`src/rtl/traffic_pkg.sv`:
```
// Shared types, lamp encodings and phase-ordering helper for the traffic light monitor.
package traffic_pkg;

  typedef enum logic [1:0] {
    PH_R  = 2'b00,
    PH_RY = 2'b01,
    PH_G  = 2'b10,
    PH_Y  = 2'b11
  } phase_t;

  typedef enum logic {
    ST_SYNC  = 1'b0,
    ST_TRACK = 1'b1
  } state_t;

  // Lamp patterns ordered {red, yellow, green}
  localparam logic [2:0] LAMP_R  = 3'b100;
  localparam logic [2:0] LAMP_RY = 3'b110;
  localparam logic [2:0] LAMP_G  = 3'b001;
  localparam logic [2:0] LAMP_Y  = 3'b010;

  function automatic phase_t next_phase(input phase_t ph);
    logic [1:0] nxt;
    nxt = ph + 2'd1;
    return phase_t'(nxt);
  endfunction

endpackage

```
`src/rtl/traffic_lamp_decoder.sv`:
```
// Combinational lamp-pattern decoder: {r,y,g} -> legal flag and phase code.
module traffic_lamp_decoder
  import traffic_pkg::*;
(
  input  logic [2:0] lamp_i,
  output logic       legal_o,
  output phase_t     phase_o
);

  always_comb begin
    legal_o = 1'b1;
    phase_o = PH_R;
    case (lamp_i)
      LAMP_R:  phase_o = PH_R;
      LAMP_RY: phase_o = PH_RY;
      LAMP_G:  phase_o = PH_G;
      LAMP_Y:  phase_o = PH_Y;
      default: legal_o = 1'b0;
    endcase
  end

endmodule

```
`src/rtl/traffic_light_monitor.sv`:
```
// Traffic signal checker: samples lamps, tracks R->RY->G->Y->R, measures dwell, flags faults.
// Two-cycle latency from lamp inputs to phase/error outputs.
module traffic_light_monitor
  import traffic_pkg::*;
#(
  parameter int MIN_DWELL = 1,
  parameter int MAX_DWELL = 16,
  parameter int CNT_W     = 8
) (
  input  logic             clk,
  input  logic             rst_n,
  input  logic             red,
  input  logic             yellow,
  input  logic             green,
  input  logic             clr_err,
  output logic [1:0]       phase,
  output logic             phase_valid,
  output logic [CNT_W-1:0] dwell,
  output logic             illegal_err,
  output logic             seq_err,
  output logic             dwell_err,
  output logic             cycle_done,
  output logic [15:0]      cycle_count
);

  localparam logic [CNT_W-1:0] MIN_C = CNT_W'(MIN_DWELL);
  localparam logic [CNT_W-1:0] MAX_C = CNT_W'(MAX_DWELL);
  localparam logic [CNT_W-1:0] ONE_C = CNT_W'(1);

  logic [2:0]       lamp_q;
  logic             sample_vld_q;
  state_t           state_q, state_d;
  phase_t           phase_q, phase_d;
  logic [CNT_W-1:0] dwell_q, dwell_d;
  logic             ill_q, ill_d, seq_q, seq_d, dwe_q, dwe_d;
  logic             cycle_done_q, cycle_done_d;
  logic [15:0]      cycle_count_q, cycle_count_d;
  logic             set_ill, set_seq, set_dwe;
  logic             dec_legal;
  phase_t           dec_phase;

  traffic_lamp_decoder u_dec (
    .lamp_i  (lamp_q),
    .legal_o (dec_legal),
    .phase_o (dec_phase)
  );

  always_ff @(posedge clk or negedge rst_n) begin
    if (!rst_n) state_q <= ST_SYNC;
    else        state_q <= state_d;
  end

  // lamp_q holds the reset value until the first real sample, so it is not judged
  always_ff @(posedge clk or negedge rst_n) begin
    if (!rst_n) begin
      lamp_q        <= 3'b000;
      sample_vld_q  <= 1'b0;
      phase_q       <= PH_R;
      dwell_q       <= '0;
      ill_q         <= 1'b0;
      seq_q         <= 1'b0;
      dwe_q         <= 1'b0;
      cycle_done_q  <= 1'b0;
      cycle_count_q <= '0;
    end else begin
      lamp_q        <= {red, yellow, green};
      sample_vld_q  <= 1'b1;
      phase_q       <= phase_d;
      dwell_q       <= dwell_d;
      ill_q         <= ill_d;
      seq_q         <= seq_d;
      dwe_q         <= dwe_d;
      cycle_done_q  <= cycle_done_d;
      cycle_count_q <= cycle_count_d;
    end
  end

  always_comb begin
    state_d       = state_q;
    phase_d       = phase_q;
    dwell_d       = dwell_q;
    set_ill       = 1'b0;
    set_seq       = 1'b0;
    set_dwe       = 1'b0;
    cycle_done_d  = 1'b0;
    cycle_count_d = cycle_count_q;
    if (sample_vld_q) begin
      case (state_q)
        ST_SYNC: begin
          if (dec_legal) begin
            state_d = ST_TRACK;
            phase_d = dec_phase;
            dwell_d = ONE_C;
          end else begin
            set_ill = 1'b1;
          end
        end
        default: begin
          if (!dec_legal) begin
            set_ill = 1'b1;
            state_d = ST_SYNC;
            dwell_d = '0;
          end else if (dec_phase == phase_q) begin
            if (dwell_q != '1) dwell_d = dwell_q + ONE_C;
            if (dwell_q == MAX_C) set_dwe = 1'b1;
          end else if (dec_phase == next_phase(phase_q)) begin
            if (dwell_q < MIN_C) set_dwe = 1'b1;
            if (phase_q == PH_Y) begin
              cycle_done_d  = 1'b1;
              cycle_count_d = cycle_count_q + 16'd1;
            end
            phase_d = dec_phase;
            dwell_d = ONE_C;
          end else begin
            set_seq = 1'b1;
            phase_d = dec_phase;
            dwell_d = ONE_C;
          end
        end
      endcase
    end
    ill_d = set_ill | (ill_q & ~clr_err);
    seq_d = set_seq | (seq_q & ~clr_err);
    dwe_d = set_dwe | (dwe_q & ~clr_err);
  end

  always_comb begin
    phase       = phase_q;
    phase_valid = (state_q == ST_TRACK);
    dwell       = dwell_q;
    illegal_err = ill_q;
    seq_err     = seq_q;
    dwell_err   = dwe_q;
    cycle_done  = cycle_done_q;
    cycle_count = cycle_count_q;
  end

endmodule
```
`config.mk`:
```
export PLATFORM = sky130hd
export DESIGN_NAME = traffic_light_monitor
export DESIGN_NICKNAME = d
export VERILOG_FILES = /design/src/rtl/traffic_pkg.sv /design/src/rtl/traffic_lamp_decoder.sv /design/src/rtl/traffic_light_monitor.sv
export SDC_FILE = /design/constraint.sdc
export NUM_CORES = 1
export LEC_CHECK = 0
export BUFFER_PORTS_ARGS = -buffer_cell sky130_fd_sc_hd__buf_4
export CAP_MARGIN = 10
export CORE_MARGIN = 2
export CORE_UTILIZATION = 25
export CTS_CLUSTER_SIZE = 12
export DETAILED_ROUTE_END_ITERATION = 6
export PLACE_DENSITY = 0.44
export SETUP_SLACK_MARGIN = 0.2
export SLEW_MARGIN = 20
export SYNTH_ARGS = -nofsm -noshare
export SYNTH_HDL_FRONTEND = slang
export SYNTH_SLANG_ARGS = --single-unit
```
`constraint.sdc`:
```
create_clock -name clk -period 2.6 [get_ports clk]
set_input_delay 0.13 -clock clk [delete_from_list [all_inputs] [get_ports clk]]
set_output_delay 0.13 -clock clk [all_outputs]
set_load 0.05 [all_outputs]
```
# Yosys cells after proc, flatten, opt, wreduce, memory -nomap -nowiden
# Cells that the tools add are included.
[word_totals]
wordCells = 70
rom_bits = 0
latch_bits = 0
n_memories = 0
input_bits = 6
ff_bits = 35
mem_bits_rw = 0
[op_classes]
eq_ne = 11
mux = 32
n_lt_le_gt_ge = 1
reduce_logical = 5
multipliers = 0
n_div = 0
n_bitwise = 8
n_shift = 0
add_sub_neg = 3
[ops]
columns = ["cell", "n"]
rows = [
  ["8-bit 2-to-1 mux", 5],
  ["1-bit 2-to-1 mux", 22],
  ["16-bit by 1-bit adder with 16-bit output (second input constant)", 1],
  ["8-bit by 1-bit adder with 8-bit output (second input constant)", 1],
  ["8-bit by 5-bit equality test with 1-bit output (second input constant)", 1],
  ["8-bit by 1-bit less-than comparator with 1-bit output (second input constant)", 1],
  ["2-bit 2-to-1 mux", 4],
  ["8-bit != test (second input constant)", 1],
  ["3-bit equality test (second input constant)", 2],
  ["2-bit case mux with 3 select lines", 1],
  ["3-bit AND reduction", 2],
  ["6-bit AND reduction", 1],
  ["2-bit equality test", 2],
  ["4-bit by 3-bit != test with 1-bit output (second input constant)", 1],
  ["4-bit OR reduction", 1],
  ["1-bit AND", 3],
  ["3-bit by 1-bit equality test with 1-bit output (second input constant)", 1],
  ["3-bit by 2-bit equality test with 1-bit output (second input constant)", 1],
  ["1-bit bitwise OR", 3],
  ["2-bit by 1-bit adder with 2-bit output (second input constant)", 1],
  ["2-bit equality test (second input constant)", 1],
  ["2-bit != test (second input constant)", 1],
  ["1-bit NOT", 2],
  ["2-bit nonzero test", 1],
]

# Depth between registers and ports, before layout
# Gate-level depths: netlist of run 1.
[logic_depth]
ltp_word = 9
depth_mapped = 7

# Hierarchy
# From an unflattened synthesis of run 1, not the netlist that was laid out.
[hier_totals]
cells_unflattened = 156
hier_area_um2 = 1689.1
[by_module_without_submodules]
columns = ["module", "instances", "cells_each", "area_per_inst_um2"]
rows = [
  ["traffic_light_monitor", 1, 151, 1655.3],
  ["traffic_lamp_decoder", 1, 5, 33.8],
]

# Least setup slack after synthesis of run 1
# No wires, ideal clock.
[synth_path]
path_kind = "reg2reg"
start = "reg phase_q[1], in the netlist phase[1]"
end = "reg cycle_count_q[1], in the netlist cycle_count[1]"
stages_incl_launch_ff = 7
path_buffers = 0
t_arrival_ps = 2068
setup_time_ps = 125
setup_slack_ps = 408
cell_sequence = "dfrtp_1 ha_1 nand2b_1 a21oi_1 o31ai_2 nor2_1 mux2_2"
[synth_via]
elab_chain_cells = 3
[synth_lines]
columns = ["element", "line", "text"]
rows = [
  ["start: declaration", "traffic_light_monitor.sv:33", "phase_t phase_q, phase_d;"],
  ["start signal: assignment", "traffic_light_monitor.sv:68", "phase_q <= phase_d;"],
  ["2-bit by 1-bit adder with 2-bit output or 2-bit equality test (tied branches)", "traffic_pkg.sv:24, traffic_light_monitor.sv:103", ""],
  ["2-bit equality test or 1-bit NOT (tied branches)", "--", ""],
  ["6-bit AND reduction (no source line) *", "--", ""],
  ["end signal: assignment", "traffic_light_monitor.sv:74", "cycle_count_q <= cycle_count_d;"],
  ["end: declaration", "traffic_light_monitor.sv:37", "logic [15:0] cycle_count_q, cycle_count_d;"],
]
# Mark *: on every way between the ends. The rest lies on a longest branch, timed or not.
# A chain may end at the register's enable or synchronous reset.

# Worst setup path after layout of run 1
[layout_path]
start = "reg lamp_q[0]"
end = "reg cycle_count_q[12], in the netlist cycle_count[12]"
[layout_via]
elab_chain_cells = 5
[layout_lines]
columns = ["element", "line", "text"]
rows = [
  ["start: declaration", "traffic_light_monitor.sv:30", "logic [2:0] lamp_q;"],
  ["start signal: assignment", "traffic_light_monitor.sv:66", "lamp_q <= {red, yellow, green};"],
  ["3-bit by 2-bit equality test with 1-bit output (tied with other cells)", "traffic_lamp_decoder.sv:13", "case (lamp_i)"],
  ["2-bit case mux with 3 select lines", "traffic_lamp_decoder.sv:13", ""],
  ["2-bit equality test", "traffic_light_monitor.sv:103", "end else if (dec_phase == phase_q) begin"],
  ["1-bit NOT (no source line)", "--", ""],
  ["6-bit AND reduction (no source line) *", "--", ""],
]
# Marked as above.

==> impl_metrics.yaml, run 1 <==
synthesis:
  seq_area_frac_synth_pct: 44.2
  synth_top_cell_by_area: "dfrtp_1"
  yosysMostFrequentCell: "dfrtp_1"
  ys_seq_elements: 35
  yosysUniqueCellTypes: 54
  synthArstFlopShare_pct: 100
  synth_top_area_share_pct: 44.2
  synth_area_leaders: "dfrtp_1 (44%), xor2_1 (7.1%), ha_1 (2.5%), a21oi_1 (2.3%), nor3_1 (2.3%)"
  synthFlopType: "dfrtp_1"
  synth_area_sq_mm: 0.00198
  avgSynthCellArea_sq_um: 10.2
  syn_nets: 204
  yosys-top-cells-count: "dfrtp_1 (35), xor2_1 (16), nand2_1 (12), inv_1 (11)"
  synth_edf_count: 0
  synth_cells: 194
  yosysWarningCount: 0
sta:
  finalCritPeriodShare_pct: 84.5
  hold_viol: 0
  holdWs_ps: 49.7
  skew_ps: 11.8
  fin_crit_ps: 2200
  max_clock_freq_ghz: 0.455
  rsz0062_at_grt: "false"
  setup_violations: 0
  maxSlewViolCount: 0
  finalSetupTns_ps: 0
power:
  seqPwrFrac_pct: 43.3
  intPower_uw: 919
  power_density_mw_per_mm2: 596
  p_leak_nw: 1.16
  switchingPower_uw: 566
  pwr-share-clk_pct: 28.4
  netSwitchingFraction_pct: 38.1
  peakVddDrop_v: 0.000414
  p_comb_share_pct: 28.2
placed_design:
  port_buffers: 36
  place_area_sq_mm: 0.00235
  hpwl_mm: 3.41
  place_congestion: 0.813
  dp.cells: 329
layout:
  post-route-util_pct: 32.4
  final_net_count: 248
  syn2layout_area_growth_pct: 25.8
  finish.instance_area_sq_mm: 0.00249
  fill_cells: 820
  final_cells: 341
  antenna_cells: 0
  drive_above_1_share_pct: 25.5
clocking:
  insertion_delay_ps: 290
  cts_sinks: 35
  tritoncts: "built"
  numCtsBuffers: 5
  postCtsSetupBuffers: 0
  clock-root-buffer: "clkbuf_8"
  htreeDepth: 2
  cts_buffer_depth: 2
  clk_pin_slew_ps: 90
die:
  start_util_pct: 25.7
  row_count: 32
  ioPinCount: 37
  dieHeight_microns: 93.0
  coreArea_sq_mm: 0.00769
  die_x_microns: 93.0
  die_area_sq_mm: 0.00865
route:
  wl_per_cell_microns: 14.2
  dr.first_iter.drc_count: 64
  wl_mm: 4.85
  postRouteAntennaNets: 0
  drc: 0
  drtPass1Iterations: 4
  num_vias: 1625
  via_per_inst: 4.77
worst_setup_path:
  end_kind: "register"
  worstSetupPathType: "register to register"
  cp_num_buf_inv: 1
  crit_cells: 6
  crit_family: "simple AND/OR/NAND/NOR gates"
  r2r_slack_ps: 400
  crit_arrival_ps: 2410
  cpMaxStageDelayCell: "dfrtp_1"
  critical_path.max_stage_delay_ps: 560
  cp.required_ps: 2820
  worstPathCellList: "or3b_1, a21oi_1, o31ai_2, buf_4, nor4_1, xor2_1"
  path_max_fanout: 14
  r2r_cells: 6
  start_kind: "register"
grt:
  grt_max_degree: 36
  grt_pass1_wl_mm: 8.23
  grtUsageTotal_pct: 12.0
  grt_pass1_vias: 1608
  grt-ovfl-total: 0
  antenna_found_initial: 0
run_status:
  status: "completed"
min_path:
  worstHoldPathType: "input pin to register"
  holdPathStages: 2
job:
  drv_cap: 0
[kinds of logic after synthesis]
kind of cell    count (synthesis)  synth area share [%]
other cells                     1                 0.189
mux                             2                  1.07
compound gates                 40                  15.6
flops                          35                  44.2
fa+ha+maj                       4                  2.53
simple gates                   77                  23.5
buf+inv                        18                  4.99
xor+xnor                       17                  7.90
[per-layer routing]
layer,track usage (%),share of wire [%]
met5,0,0
met3,2.50,3.0
met1,18.2,52
met2,16.9,44
met4,4.04,1.0
[cells in the final DEF, fill, tap and decap left out, drive strengths merged, types with 2 or more instances in the layout]
cell type,count
buf,40
dfrtp,35
xor2,16
nand2,12
inv,12
nor2,10
a21oi,9
nor3,9
nand4,7
nand3,7
nor4,7
o21ai,6
clkbuf,5
nor2b,4
o22ai,4
ha,4
dlygate4sd3,4
nor3b,4
a211o,3
nand3b,2
and3b,2
nand2b,2
and2,2
and3,2
and4,2
o21a,2
a2bb2oi,2
a221o,2
o41ai,2
a32o,2
clkinvlp,2
o2111ai,2
o31ai,2
[final cells by class]
type | instances | area (sq um) | area share [%]
Timing Repair Buffer | 44 | 340 | 13.7
Inverter | 11 | 41.3 | 1.66
Sequential cell | 35 | 877 | 35.2
Clock buffer | 5 | 68.8 | 2.76
Clock inverter | 3 | 23.8 | 0.955
Multi-Input combinational cell | 141 | 1010 | 40.6
Tap cell | 102 | 128 | 5.13
[state kept, by name, indices dropped and copies added, names as in the netlist]
| register | flops |
|---|---|
| seq_err | 1 |
| phase_valid | 1 |
| lamp_q | 3 |
| dwell_err | 1 |
| phase | 2 |
| cycle_done | 1 |
| cycle_count | 16 |
| illegal_err | 1 |
| sample_vld_q | 1 |
| dwell | 8 |
[power groups by stage]
stage / sequential [mW] / combinational, mW / clock (mW)
2_1_floorplan: 0.748 / 0.195 / 0
3_3_place_gp: 0.654 / 0.417 / 0
3_5_place_dp: 0.653 / 0.416 / 0
4_1_cts: 0.643 / 0.423 / 0.437
5_1_grt: 0.654 / 0.460 / 0.454
6_report: 0.643 / 0.419 / 0.422
[timing repair]
action,4_1_cts,5_1_grt
resized for setup,0,3
hold endpoints to repair,38,0
setup endpoints to repair,0,6
hold buffers,4,0
[metrics by stage]
stage / power [mW] / setup WS, ps
after floorplan: 0.944 / 408
after global placement: 1.07 / 358
after detailed placement: 1.07 / 358
after CTS: 1.50 / 339
after global routing: 1.57 / 225
final: 1.48 / 403
[worst paths after layout]
path                                       from               to
max in group asynchronous                 rst_n         phase[0]
worst min-delay path                    clr_err      illegal_err
worst min register to register  cycle_count[15]  cycle_count[15]
worst max-delay path                  lamp_q[0]  cycle_count[12]
worst max register to register        lamp_q[0]  cycle_count[12]
min in group asynchronous                 rst_n         dwell[6]
(Power assumes the default switching activity.)
==> run 2: changes to the inputs <==
==> constraint.sdc (replaced) <==
create_clock -name clk -period 2.2 [get_ports clk]
set_input_delay 0.11 -clock clk [delete_from_list [all_inputs] [get_ports clk]]
set_output_delay 0.11 -clock clk [all_outputs]
set_load 0.05 [all_outputs]
==> run 2 against run 1 <==
  * Final area up 12%
  * Combinational power up 48%
  * Sequential power is 17% higher
  * Power is 24% higher
  * Critical path depth is 1 higher
  * Sequential share of layout area fell by 3.4 points
  * Highest routed layer unchanged
  * Hold slack got worse by 15 ps
==> impl_metrics.yaml, run 2 (synthesis gave the netlist of run 1 again) <==
sta:
  rsz0062_at_grt: "true"
  setup_violations: 0
  finalSetupTns_ps: 0
  fin_ws_ps: 260
  skew_ps: 4.07
  fin_crit_ps: 1940
  finalCritPeriodShare_pct: 88.2
  hold_viol: 0
  max_clock_freq_ghz: 0.516
  maxSlewViolCount: 0
clocking:
  numCtsBuffers: 5
  tritoncts: "built"
  insertion_delay_ps: 290
  cts_buffer_depth: 2
  clk_pin_slew_ps: 70
  clock-root-buffer: "clkbuf_8"
  cts_sinks: 35
  htreeDepth: 2
power:
  p_comb_share_pct: 33.8
  netSwitchingFraction_pct: 37.5
  pwr-share-clk_pct: 25.3
  power_density_mw_per_mm2: 661
  switchingPower_uw: 689
  peakVddDrop_v: 0.000504
  seqPwrFrac_pct: 40.9
  fin_total_pwr_mw: 1.84
  p_leak_nw: 1.32
  intPower_mw: 1.15
die:
  dieHeight_microns: 93.0
  ioPinCount: 37
  coreArea_sq_mm: 0.00769
  start_util_pct: 25.7
  row_count: 32
  die_x_microns: 93.0
  die_area_sq_mm: 0.00865
route:
  postRouteAntennaNets: 0
  dr.first_iter.drc_count: 63
  drc: 0
  via_per_inst: 4.70
  wl_mm: 5.12
  drtPass1Iterations: 4
  num_vias: 1668
  wl_per_cell_microns: 14.4
job:
  drv_cap: 0
layout:
  final_cell_mix: "buf_4 (48), dfrtp_1 (28), xor2_1 (15)"
  syn2layout_area_growth_pct: 40.4
  finish.instance_area_sq_mm: 0.00278
  final_net_count: 262
  drive_above_1_share_pct: 37.2
  final_cells: 355
  largest_reg_flops: 16
  layout_commonest_cell: "buf_4"
  fill_cells: 820
  antenna_cells: 0
worst_setup_path:
  crit_family: "simple AND/OR/NAND/NOR gates"
  cp.required_ps: 2420
  end_kind: "register"
  cp_num_buf_inv: 2
  worstPathCellList: "buf_12, or3b_4, a21oi_4, o31ai_4, buf_6, nor4_4, xor2_1"
  worstSetupPathType: "register to register"
  critical_path.max_stage_delay_ps: 430
  path_max_fanout: 9
  start_kind: "register"
  crit_arrival_ps: 2160
  cpMaxStageDelayCell: "or3b_4"
grt:
  grt_pass1_wl_mm: 8.20
  antenna_found_initial: 0
  grtUsageTotal_pct: 11.9
  grt-ovfl-total: 0
  grt_pass1_vias: 1581
  grt_max_degree: 36
placed_design:
  dp.cells: 338
  port_buffers: 36
  pre_cts_ws_ps: 119
  place_congestion: 0.795
  hpwl_mm: 3.50
  place_area_sq_mm: 0.00242
min_path:
  worstHoldPathType: "input pin to register"
run_status:
  status: "completed"
-- run 2: cell count changes in the layout (fill, tap and decap cells not counted), moves of 3 or more --
| cell | delta |
|---|---|
| buf_4 | +8 |
| dfrtp_1 | -6 |
| dfrtp_2 | +6 |
| nor4_4 | +5 |
| a21oi_1 | -3 |
| buf_6 | +3 |
| nor4_1 | -3 |
-- run 2: stage by stage --
step / hold WS [ps] / util (%)
after floorplan: -186 / -
after global placement: 103 / 31.5
after detailed placement: 107 / 31.5
after CTS: 27.0 / 34.1
after global routing: 46.1 / 36.1
final: 35.1 / 36.1
-- run 2: metal layers --
| layer | wire (microns) | up-vias | global-route usage [%] |
|---|---|---|---|
| met1 | 2670 | 811 | 17.8 |
| met2 | 2240 | 21 | 17.0 |
| met5 | 0 | - | 0 |
| li1 | - | 829 | - |
| met3 | 128 | 7 | 2.34 |
| met4 | 77 | 0 | 4.29 |
-- run 2: worst register-to-register path: stages, from the launching register on --
cell     delay, ps
dfrtp_2        420
buf_12         140
or3b_4         430
a21oi_4        190
o31ai_4        110
buf_6          160
nor4_4         250
xor2_1         160
-- run 2: path summary, 6_finish.rpt --
path                                        end  slack [ps]  depth (start not counted)            start
worst max-delay path            cycle_count[10]         260                          7        lamp_q[0]
worst min-delay path                    seq_err          40                          2          clr_err
worst max register to register  cycle_count[10]         260                          7        lamp_q[0]
worst min register to register  cycle_count[15]         480                          1  cycle_count[15]
max in group asynchronous              phase[0]        1530                          2            rst_n
min in group asynchronous              dwell[6]         310                          2            rst_n
-- run 2: final cells by class --
| class | count | area [sq um] | share of cell area, % |
|---|---|---|---|
| inverter | 11 | 41.3 | 1.49 |
| tap | 102 | 128 | 4.59 |
| multi-input combinational | 141 | 1160 | 41.8 |
| timing repair buffer | 58 | 479 | 17.2 |
| sequential | 35 | 885 | 31.8 |
| clock inverter | 2 | 12.5 | 0.450 |
| clock buffer | 6 | 72.6 | 2.61 |
-- run 2: repair_timing --
item                                    CTS  global route
endpoints found under the hold margin    38             0
resized for setup                         8            23
endpoints found under the setup margin   11            23
hold buffers                              4             0
setup buffers                             2             3
pin swaps                                 0             9
-- run 2: power groups by stage --
stage | clock network, mW | registers (mW) | logic, mW
floorplan | 0 | 0.887 | 0.231
global placement | 0 | 0.773 | 0.516
detailed placement | 0 | 0.773 | 0.514
CTS | 0.485 | 0.754 | 0.566
global route | 0.506 | 0.762 | 0.665
finish | 0.465 | 0.752 | 0.621
==> run 3: changes to the inputs <==
--- a/config.mk
+++ b/config.mk
@@ -11,6 +11,7 @@
 export CORE_UTILIZATION = 25
 export CTS_CLUSTER_SIZE = 12
 export DETAILED_ROUTE_END_ITERATION = 6
+export GPL_TIMING_DRIVEN = 0
 export PLACE_DENSITY = 0.44
 export SETUP_SLACK_MARGIN = 0.2
 export SLEW_MARGIN = 20
==> run 3 against run 2 <==
  * Fmax down 0.82%
  * Setup slack worse by 16 ps
  * Critical path depth unchanged
  * Non-clock buffer count down 3
  * Clock skew up 1.7 ps
  * Clock-buffer cell count unchanged
  * Sequential cell count unchanged
  * Via count up 0.78%
  * Power up 2.0%
  * Routed wire length up 3.3%
  * Die area unchanged
  * Highest routed layer unchanged
==> impl_metrics.yaml, run 3 (synthesis gave the netlist of run 1 again) <==
run_status:
  status: "completed"
job:
  drv_cap: 0
worst_setup_path:
  critical_path.endpoint: "cycle_count[15]"
  cp_num_buf_inv: 1
  crit_cells: 7
  crit_family: "compound AO/OA/AOI/OAI gates"
  crit_arrival_ps: 2130
  worstSetupPathType: "register to register"
  cp-startpoint: "phase[0]"
  reg2reg_to: "cycle_count[15]"
  worstPathCellList: "ha_4, nand2b_1, a21oi_4, o31ai_4, buf_6, nor4_4, xor2_1"
  critical_path.max_stage_delay_ps: 490
  cp.required_ps: 2370
  start_kind: "register"
  r2r_cells: 7
  path_max_fanout: 7
  reg2reg_from: "phase[0]"
  end_kind: "register"
  cpMaxStageDelayCell: "o31ai_4"
  r2r_slack_ps: 240
die:
  dieHeight_microns: 93.0
  ioPinCount: 37
  row_count: 32
  die_area_sq_mm: 0.00865
  die_x_microns: 93.0
  coreArea_sq_mm: 0.00769
  start_util_pct: 25.7
sta:
  fin_ws_ps: 244
  finalSetupTns_ps: 0
  max_clock_freq_ghz: 0.511
  finalCritPeriodShare_pct: 88.9
  hold_viol: 0
  maxSlewViolCount: 0
  setup_violations: 0
  rsz0062_at_grt: "true"
  fin_crit_ps: 1960
  skew_ps: 5.77
layout:
  syn2layout_area_growth_pct: 42.5
  layout_commonest_cell: "buf_4"
  largest_reg_flops: 16
  final_net_count: 259
  final_cell_mix: "buf_4 (41), dfrtp_1 (30), xor2_1 (15)"
  antenna_cells: 0
  drive_above_1_share_pct: 37.6
  post-route-util_pct: 36.7
grt:
  grt_max_degree: 36
  grt-ovfl-total: 0
  grt_pass1_vias: 1680
  grtUsageTotal_pct: 12.5
  grt_pass1_wl_mm: 8.58
  antenna_found_initial: 0
power:
  power_density_mw_per_mm2: 664
  p_comb_share_pct: 34.6
  peakVddDrop_v: 0.000491
  seqPwrFrac_pct: 39.7
  switchingPower_uw: 714
  p_leak_nw: 1.27
  intPower_mw: 1.16
  pwr-share-clk_pct: 25.7
  netSwitchingFraction_pct: 38.1
clocking:
  cts_sinks: 35
  insertion_delay_ps: 290
  tritoncts: "built"
  htreeDepth: 2
  clock-root-buffer: "clkbuf_8"
  clk_pin_slew_ps: 80
  numCtsBuffers: 5
  cts_buffer_depth: 2
route:
  wl_per_cell_microns: 15.0
  postRouteAntennaNets: 0
  drtPass1Iterations: 4
  dr.first_iter.drc_count: 73
  via_per_inst: 4.78
  num_vias: 1681
  drc: 0
  wl_mm: 5.29
placed_design:
  place_congestion: 0.781
  hpwl_mm: 3.48
  port_buffers: 36
  pre_cts_ws_ps: 69.3
min_path:
  holdPathStages: 2
  worstHoldPathType: "input pin to register"
run 3: worst reg2reg max path, stage by stage (launching register included):
cell,delay (ps)
dfrtp_2,460
ha_4,270
nand2b_1,120
a21oi_4,60
o31ai_4,490
buf_6,220
nor4_4,60
xor2_1,170
run 3: how the worst min path moves through the flow:
stage	from	endpoint
detailed placement	rst_n	dwell[6]
global placement	rst_n	dwell[6]
CTS	clr_err	seq_err
finish	clr_err	seq_err
floorplan	rst_n	cycle_count[0]
global route	clr_err	seq_err
run 3: timing repair:
item | CTS | global route
cloned | 1 | 1
resized for setup | 13 | 37
setup endpoints to repair | 16 | 19
pin swaps | 2 | 8
setup buffers | 3 | 3
hold buffers | 4 | 0
endpoints found under the hold margin | 38 | 0
run 3: per-stage QoR:
stage               hold slack (ps)  total power [mW]  area (sq um)  cells
floorplan                      -186              1.12          1980    194
global placement                109              1.28          2380    332
detailed placement              108              1.28          2380    332
CTS                            21.2              1.80          2600    348
global route                   37.3              1.96          2820    352
finish                         25.3              1.87          2820    352
run 3: power by group through the flow:
stage / Combinational (mW) / Sequential, mW / Clock, mW
after floorplan: 0.231 / 0.887 / 0
after global placement: 0.519 / 0.758 / 0
after detailed placement: 0.520 / 0.757 / 0
after CTS: 0.568 / 0.740 / 0.494
after global routing: 0.703 / 0.754 / 0.506
final: 0.648 / 0.744 / 0.481
run 3: metal layers:
metal  track usage (%)  vias up  part of all wire (%)
met4              4.78        0                   1.7
met1              18.1      812                    49
li1                  -      825                     -
met2              18.8       38                    46
met3              1.85        6                   3.4
met5                 0        -                     0
run 3: cell type report:
type | instances | area [sq um]
flip-flops and latches | 35 | 882
plain buffers | 7 | 71.3
clock inverters | 2 | 12.5
repair buffers | 48 | 385
inverters | 11 | 41.3
well taps | 102 | 128
fillers | 793 | 4870
multi-input cells | 141 | 1230
clock buffers | 6 | 72.6
